===== src/rtl/mem_arb_pkg.sv =====
// Shared types and default sizes for the two-requester RAM arbiter.
package mem_arb_pkg;

  localparam int unsigned DefAddrW    = 12;
  localparam int unsigned DefDataW    = 32;
  localparam int unsigned DefMaxBurst = 8;
  localparam int unsigned DefMaxWait  = 15;

  typedef enum logic [1:0] {
    StIdle,
    StOwn0,
    StOwn1
  } arb_state_t;

  typedef struct packed {
    logic valid;
    logic owner;
  } rd_tag_t;

endpackage


===== src/rtl/arb_wait_cnt.sv =====
// Saturating wait counter: counts cycles a requester is held off, flags when it hits the limit.
module arb_wait_cnt #(
  parameter int unsigned MaxWait = 15
) (
  input  logic clk_i,
  input  logic rst_i,
  input  logic req_i,
  input  logic gnt_i,
  output logic at_max_o
);

  localparam int unsigned CntW = $clog2(MaxWait + 1);

  logic [CntW-1:0] cnt_q, cnt_d;

  always_comb begin
    cnt_d = cnt_q;
    if (!req_i || gnt_i) begin
      cnt_d = '0;
    end else if (cnt_q != CntW'(MaxWait)) begin
      cnt_d = cnt_q + 1'b1;
    end
  end

  always_ff @(posedge clk_i or posedge rst_i) begin
    if (rst_i) begin
      cnt_q <= '0;
    end else begin
      cnt_q <= cnt_d;
    end
  end

  assign at_max_o = (cnt_q == CntW'(MaxWait));

endmodule


===== src/rtl/mem_arb_2rq.sv =====
// Two-requester arbiter for a single-port synchronous RAM: same-cycle grant, burst locking,
// urgent/starvation forcing and an owner-tagged registered read return.
module mem_arb_2rq
  import mem_arb_pkg::*;
#(
  parameter int unsigned AddrW    = DefAddrW,
  parameter int unsigned DataW    = DefDataW,
  parameter int unsigned MaxBurst = DefMaxBurst,
  parameter int unsigned MaxWait  = DefMaxWait
) (
  input  logic               clk_i,
  input  logic               rst_i,
  input  logic               req0_i,
  input  logic               wr0_i,
  input  logic               lock0_i,
  input  logic [AddrW-1:0]   addr0_i,
  input  logic [DataW-1:0]   wr_data0_i,
  input  logic [DataW/8-1:0] byte_en0_i,
  output logic               gnt0_o,
  output logic               rd_valid0_o,
  output logic [DataW-1:0]   rd_data0_o,
  input  logic               req1_i,
  input  logic               wr1_i,
  input  logic               lock1_i,
  input  logic [AddrW-1:0]   addr1_i,
  input  logic [DataW-1:0]   wr_data1_i,
  input  logic [DataW/8-1:0] byte_en1_i,
  output logic               gnt1_o,
  output logic               rd_valid1_o,
  output logic [DataW-1:0]   rd_data1_o,
  input  logic               urgent1_i,
  output logic               mem_en_o,
  output logic               mem_wr_o,
  output logic [AddrW-1:0]   mem_addr_o,
  output logic [DataW-1:0]   mem_wr_data_o,
  output logic [DataW/8-1:0] mem_byte_en_o,
  input  logic [DataW-1:0]   mem_rd_data_i
);

  localparam int unsigned BurstW = $clog2(MaxBurst + 1);

  arb_state_t        state_q, state_d;
  logic [BurstW-1:0] burst_q, burst_d;
  logic              last_q, last_d;
  rd_tag_t           tag_q, tag_d;
  logic              force0, force1;
  logic              gnt0, gnt1;

  arb_wait_cnt #(.MaxWait(MaxWait)) u_wait0 (
    .clk_i   (clk_i),
    .rst_i   (rst_i),
    .req_i   (req0_i),
    .gnt_i   (gnt0),
    .at_max_o(force0)
  );

  arb_wait_cnt #(.MaxWait(MaxWait)) u_wait1 (
    .clk_i   (clk_i),
    .rst_i   (rst_i),
    .req_i   (req1_i),
    .gnt_i   (gnt1),
    .at_max_o(force1)
  );

  // A starved requester 0 outranks Urgent1 so the core cannot be locked out by the VGA.
  always_comb begin
    gnt0 = 1'b0;
    gnt1 = 1'b0;
    if (rst_i) begin
      gnt0 = 1'b0;
    end else if (force0 && req0_i) begin
      gnt0 = 1'b1;
    end else if (urgent1_i && req1_i) begin
      gnt1 = 1'b1;
    end else if (force1 && req1_i) begin
      gnt1 = 1'b1;
    end else if (state_q == StOwn0 && req0_i) begin
      gnt0 = 1'b1;
    end else if (state_q == StOwn1 && req1_i) begin
      gnt1 = 1'b1;
    end else if (req0_i && req1_i) begin
      gnt0 = last_q;
      gnt1 = ~last_q;
    end else begin
      gnt0 = req0_i;
      gnt1 = req1_i;
    end
  end

  always_comb begin
    state_d = StIdle;
    burst_d = '0;
    if (gnt0 && lock0_i && state_q != StOwn1 && burst_q < BurstW'(MaxBurst - 1)) begin
      state_d = StOwn0;
      burst_d = burst_q + 1'b1;
    end else if (gnt1 && lock1_i && state_q != StOwn0 && burst_q < BurstW'(MaxBurst - 1)) begin
      state_d = StOwn1;
      burst_d = burst_q + 1'b1;
    end
    last_d = gnt1 ? 1'b1 : (gnt0 ? 1'b0 : last_q);
    tag_d.valid = (gnt0 && !wr0_i) || (gnt1 && !wr1_i);
    tag_d.owner = gnt1;
  end

  always_ff @(posedge clk_i or posedge rst_i) begin
    if (rst_i) begin
      state_q <= StIdle;
      burst_q <= '0;
      last_q  <= 1'b1;
      tag_q   <= '0;
    end else begin
      state_q <= state_d;
      burst_q <= burst_d;
      last_q  <= last_d;
      tag_q   <= tag_d;
    end
  end

  always_comb begin
    mem_wr_o      = 1'b0;
    mem_addr_o    = '0;
    mem_wr_data_o = '0;
    mem_byte_en_o = '0;
    if (gnt0) begin
      mem_wr_o      = wr0_i;
      mem_addr_o    = addr0_i;
      mem_wr_data_o = wr_data0_i;
      mem_byte_en_o = byte_en0_i;
    end else if (gnt1) begin
      mem_wr_o      = wr1_i;
      mem_addr_o    = addr1_i;
      mem_wr_data_o = wr_data1_i;
      mem_byte_en_o = byte_en1_i;
    end
  end

  assign mem_en_o    = gnt0 | gnt1;
  assign gnt0_o      = gnt0;
  assign gnt1_o      = gnt1;
  assign rd_valid0_o = tag_q.valid && !tag_q.owner;
  assign rd_valid1_o = tag_q.valid && tag_q.owner;
  assign rd_data0_o  = rd_valid0_o ? mem_rd_data_i : '0;
  assign rd_data1_o  = rd_valid1_o ? mem_rd_data_i : '0;

endmodule


===== config.mk =====
export PLATFORM = sky130hd
export DESIGN_NAME = mem_arb_2rq
export DESIGN_NICKNAME = d
export VERILOG_FILES = /design/src/rtl/mem_arb_pkg.sv /design/src/rtl/arb_wait_cnt.sv /design/src/rtl/mem_arb_2rq.sv
export SDC_FILE = /design/constraint.sdc
export NUM_CORES = 1
export LEC_CHECK = 0
export ABC_CLOCK_PERIOD_IN_PS = 2300
export CAP_MARGIN = 10
export CORE_AREA = 2 2 98 100
export DETAILED_ROUTE_END_ITERATION = 8
export DIE_AREA = 0 0 100 102
export DONT_BUFFER_PORTS = 1
export PLACE_DENSITY_LB_ADDON = 0.1
export SLEW_MARGIN = 10
export SYNTH_ARGS = -nofsm -noshare
export SYNTH_HDL_FRONTEND = slang
export SYNTH_HIERARCHICAL = 1
export SYNTH_SLANG_ARGS = --single-unit

===== constraint.sdc =====
create_clock -name clk_i -period 2.3 [get_ports clk_i]
set_input_delay 0.115 -clock clk_i [delete_from_list [all_inputs] [get_ports clk_i]]
set_output_delay 0.115 -clock clk_i [all_outputs]
set_load 0.02 [all_outputs]

==> run metrics <==
clk sink count 17; Final period util between 90% and 100%; Setup Skew 2.13 ps; # IOs 255; final critical-path required period around 2300 ps; setup tns final 0 ps; Critical-path top delay cell dfrtp_1; drt via density 5.66; gr usage total 13.1%; RSZ-0062 raised after global routing yes; Slew HR between 50% and 60%; dpl hpwl around 5500 µm; final hold vios 0; Syn. warnings 6; CP startpoint u_wait0/cnt_q[0]$_DFFE_PP0P_; final setup fails 0; worst hold margin around 32 ps; hold path cells 2; Synth Instances 223; max frequency between 400 and 500 MHz; min-delay src req0_i; VDD IR max ~0.00019 V; #FFs+latches synth 17; Max clock buf depth 2; Seq/Total Area, Yosys 22.5%; FILL cells about 930; routability congestion estimate roughly 0.74; FF-to-FF path depth 8; die width around 100 µm; Worst Setup End Kind primary output; post-route ant nets 0; Post-Syn Area per Cell around 8.5 µm²; clock-pin slew on the worst setup and hold paths ~70 ps; leakage ~1.4 nW; Levels on crit path 9; synthesis-to-layout area growth 50.7%; grt ovf 0; crit path cell chain ha_2 -> and3_4 -> nand2b_4 -> o211ai_1 -> a21o_2 -> clkinv_4 -> buf_12 -> clkbuf_16 -> a22o_4; Netlist cell types 37; Worst Hold Class input port to register; die height a little over 100 µm; Syn Nets 363; largest net degree at the start of global routing 35; CTS Buf Count 3; Inst Count DP ~330; DR vias 2,004; # port buffers 0; Top FF cell, synth dfrtp_1; Worst Tran Pin Value 655 ps; antenna cells 0; CP peak stage delay 390 ps; startpoint type of the worst setup path register; fin worst setup slack between 30 and 40 ps; initial drt markers 53; Worst Path Required 2180 ps; crit path DAT roughly 2200 ps; flop-to-flop setup slack 90 ps; Worst Path Max Fanout 6; final non-filler cell total about 350; Place WS between 150 and 200 ps; site row count 35; Core ar. around 0.0091 mm²; htree depth 1; asr flop ratio synth 100%; Initial Util between 20% and 30%; Crit Path Category register to primary output; max cap viols 0; first-pass GRT wire length 10,400 µm; Skew-Pair Late Insertion Delay around 250 ps; overall routed net length around 8000 µm; Cell Pwr Density between 400 and 500 mW/mm²; Nets around 380; Die ar. between 0.01 and 0.015 mm²; Post-synth EDFFs 0; CTS tree yes; status finished, final reports clean; Syn Std Cell Area ~0.0019 mm²; share of cells above drive strength 1 between 40 and 50%; number of global-route vias before repair 1,814; DRC errors left 0; DR pass1 iterations 4; Root Buffer clkbuf_8; crit path buf inv count 3; DR WL/cell 22.5 µm; initial antenna violation count 0; max-slew violations 0; reg2reg start u_wait1/cnt_q[0]$_DFFE_PP0P_; Top delay family on crit path compound AO/OA/AOI/OAI gates
-- power breakdown --
part	switching (mW)	internal, mW
Combinational	0.419	0.317
Sequential	0.0121	0.320
Clock	0.109	0.120
-- per-stage QoR --
stage	area, µm²	power [mW]	util (%)
6_report	2860	1.30	31.4
4_1_cts	2770	1.30	30.4
3_5_place_dp	2030	0.862	22.3
3_3_place_gp	2030	0.866	22.3
5_1_grt	2860	1.37	31.4
2_1_floorplan	1900	0.800	-
-- Yosys cell counts (2+ instances only) --
cell	instances	share of area, %
o32ai_1	4	1.8
a211oi_2	2	1.3
nor2_1	8	1.6
buf_4	5	2.0
a22o_1	49	23
nand2_1	2	0.40
nor2b_1	3	0.99
clkbuf_1	9	1.8
and3_4	2	1.2
nand3b_1	4	1.6
a21oi_1	3	0.79
nand4_1	2	0.66
nor3_1	2	0.53
a31o_2	2	0.92
buf_6	5	3.0
ha_1	3	2.0
nand2b_1	6	2.0
o22ai_1	2	0.66
and3b_1	2	0.92
and3_1	34	11
a31oi_1	2	0.66
and2_1	34	11
dfrtp_1	16	21
nand3_1	2	0.53
mux2i_1	2	1.1
inv_1	7	1.4
-- timing repair --
action | 4_1_cts | 5_1_grt
hold endpoints to repair | 18 | 0
hold buffers | 3 | 0
pin swaps | 24 | 11
endpoints found under the setup margin | 48 | 50
buffers inserted | 11 | 3
gates cloned | 4 | 2
gates resized for setup | 75 | 4
-- kinds of logic (layout without fill, tap and decap cells) --
group	count (synthesis)	in the layout	synth area share, %
xor gates and xnor gates	2	2	0.922
DFF	17	17	22.5
AOI/OAI and AO/OA	69	69	31.6
muxes	2	2	1.05
buffers and inverters	28	48	8.70
adders and majority gates	4	4	2.57
and+or+nand+nor	101	101	32.7
-- routing by layer --
metal | part of all wire (%) | vias up | GRT usage [%]
li1 | - | 884 | -
met1 | 35 | 963 | 14.0
met2 | 57 | 155 | 27.4
met3 | 6.7 | 2 | 1.71
met4 | 0.34 | 0 | 2.32
met5 | 0 | - | 0
-- cell usage in the layout (no fill, tap or decap), types with 2 or more instances in the layout --
cell type,synthesis,routed
bufbuf_16,0,2
a31oi_1,2,2
nor2_1,8,7
nand3b_1,4,4
and2_1,34,34
nand4_1,2,2
buf_4,5,23
nor3_1,2,2
nand2_1,2,2
o32ai_1,4,4
dfrtp_1,16,16
nand3_1,2,2
a21oi_1,3,3
dlygate4sd3_1,0,3
ha_2,0,2
clkbuf_8,0,3
buf_12,0,2
a31o_2,2,2
clkbuf_16,0,2
a211oi_2,2,2
mux2i_1,2,2
and3_4,2,2
and3_1,34,34
a22o_4,0,49
and3b_1,2,2
nand2b_1,6,5
nor2b_1,3,2
inv_1,7,7
buf_16,0,3
-- worst register-to-register path: cells and delay by family (launching register included) --
family          cells  cell delay [ps]
buf+inv             2              750
compound gates      3              430
flops               1              400
simple gates        2              310
fa+ha+maj           1              190
-- state kept, by name, summed over array words and instances, names as in the netlist --
signal / cells
u_wait0/cnt_q: 4
last_q: 1
state_q: 2
burst_q: 4
u_wait1/cnt_q: 4
tag_q: 2
-- path summary, 6_finish.rpt --
check,endpoint
max,mem_wr_data_o[21]
min,u_wait0/cnt_q[1]$_DFFE_PP0P_
max reg2reg,tag_q[1]$_DFF_PP0_
min reg2reg,last_q$_DFFE_PP1P_
max in group asynchronous,last_q$_DFFE_PP1P_
min in group asynchronous,u_wait0/cnt_q[0]$_DFFE_PP0P_
-- layout make-up --
class                           instances  area, µm²  share of cell area, %
Clock buffer                            3       41.3                   1.44
Clock inverter                          1       5.00                  0.175
Inverter                                9       43.8                   1.53
Multi-Input combinational cell        178       1770                   61.7
Sequential cell                        17        427                   14.9
Tap cell                              111        139                   4.85
Timing Repair Buffer                   35        440                   15.4
(Power assumes the default switching activity.)
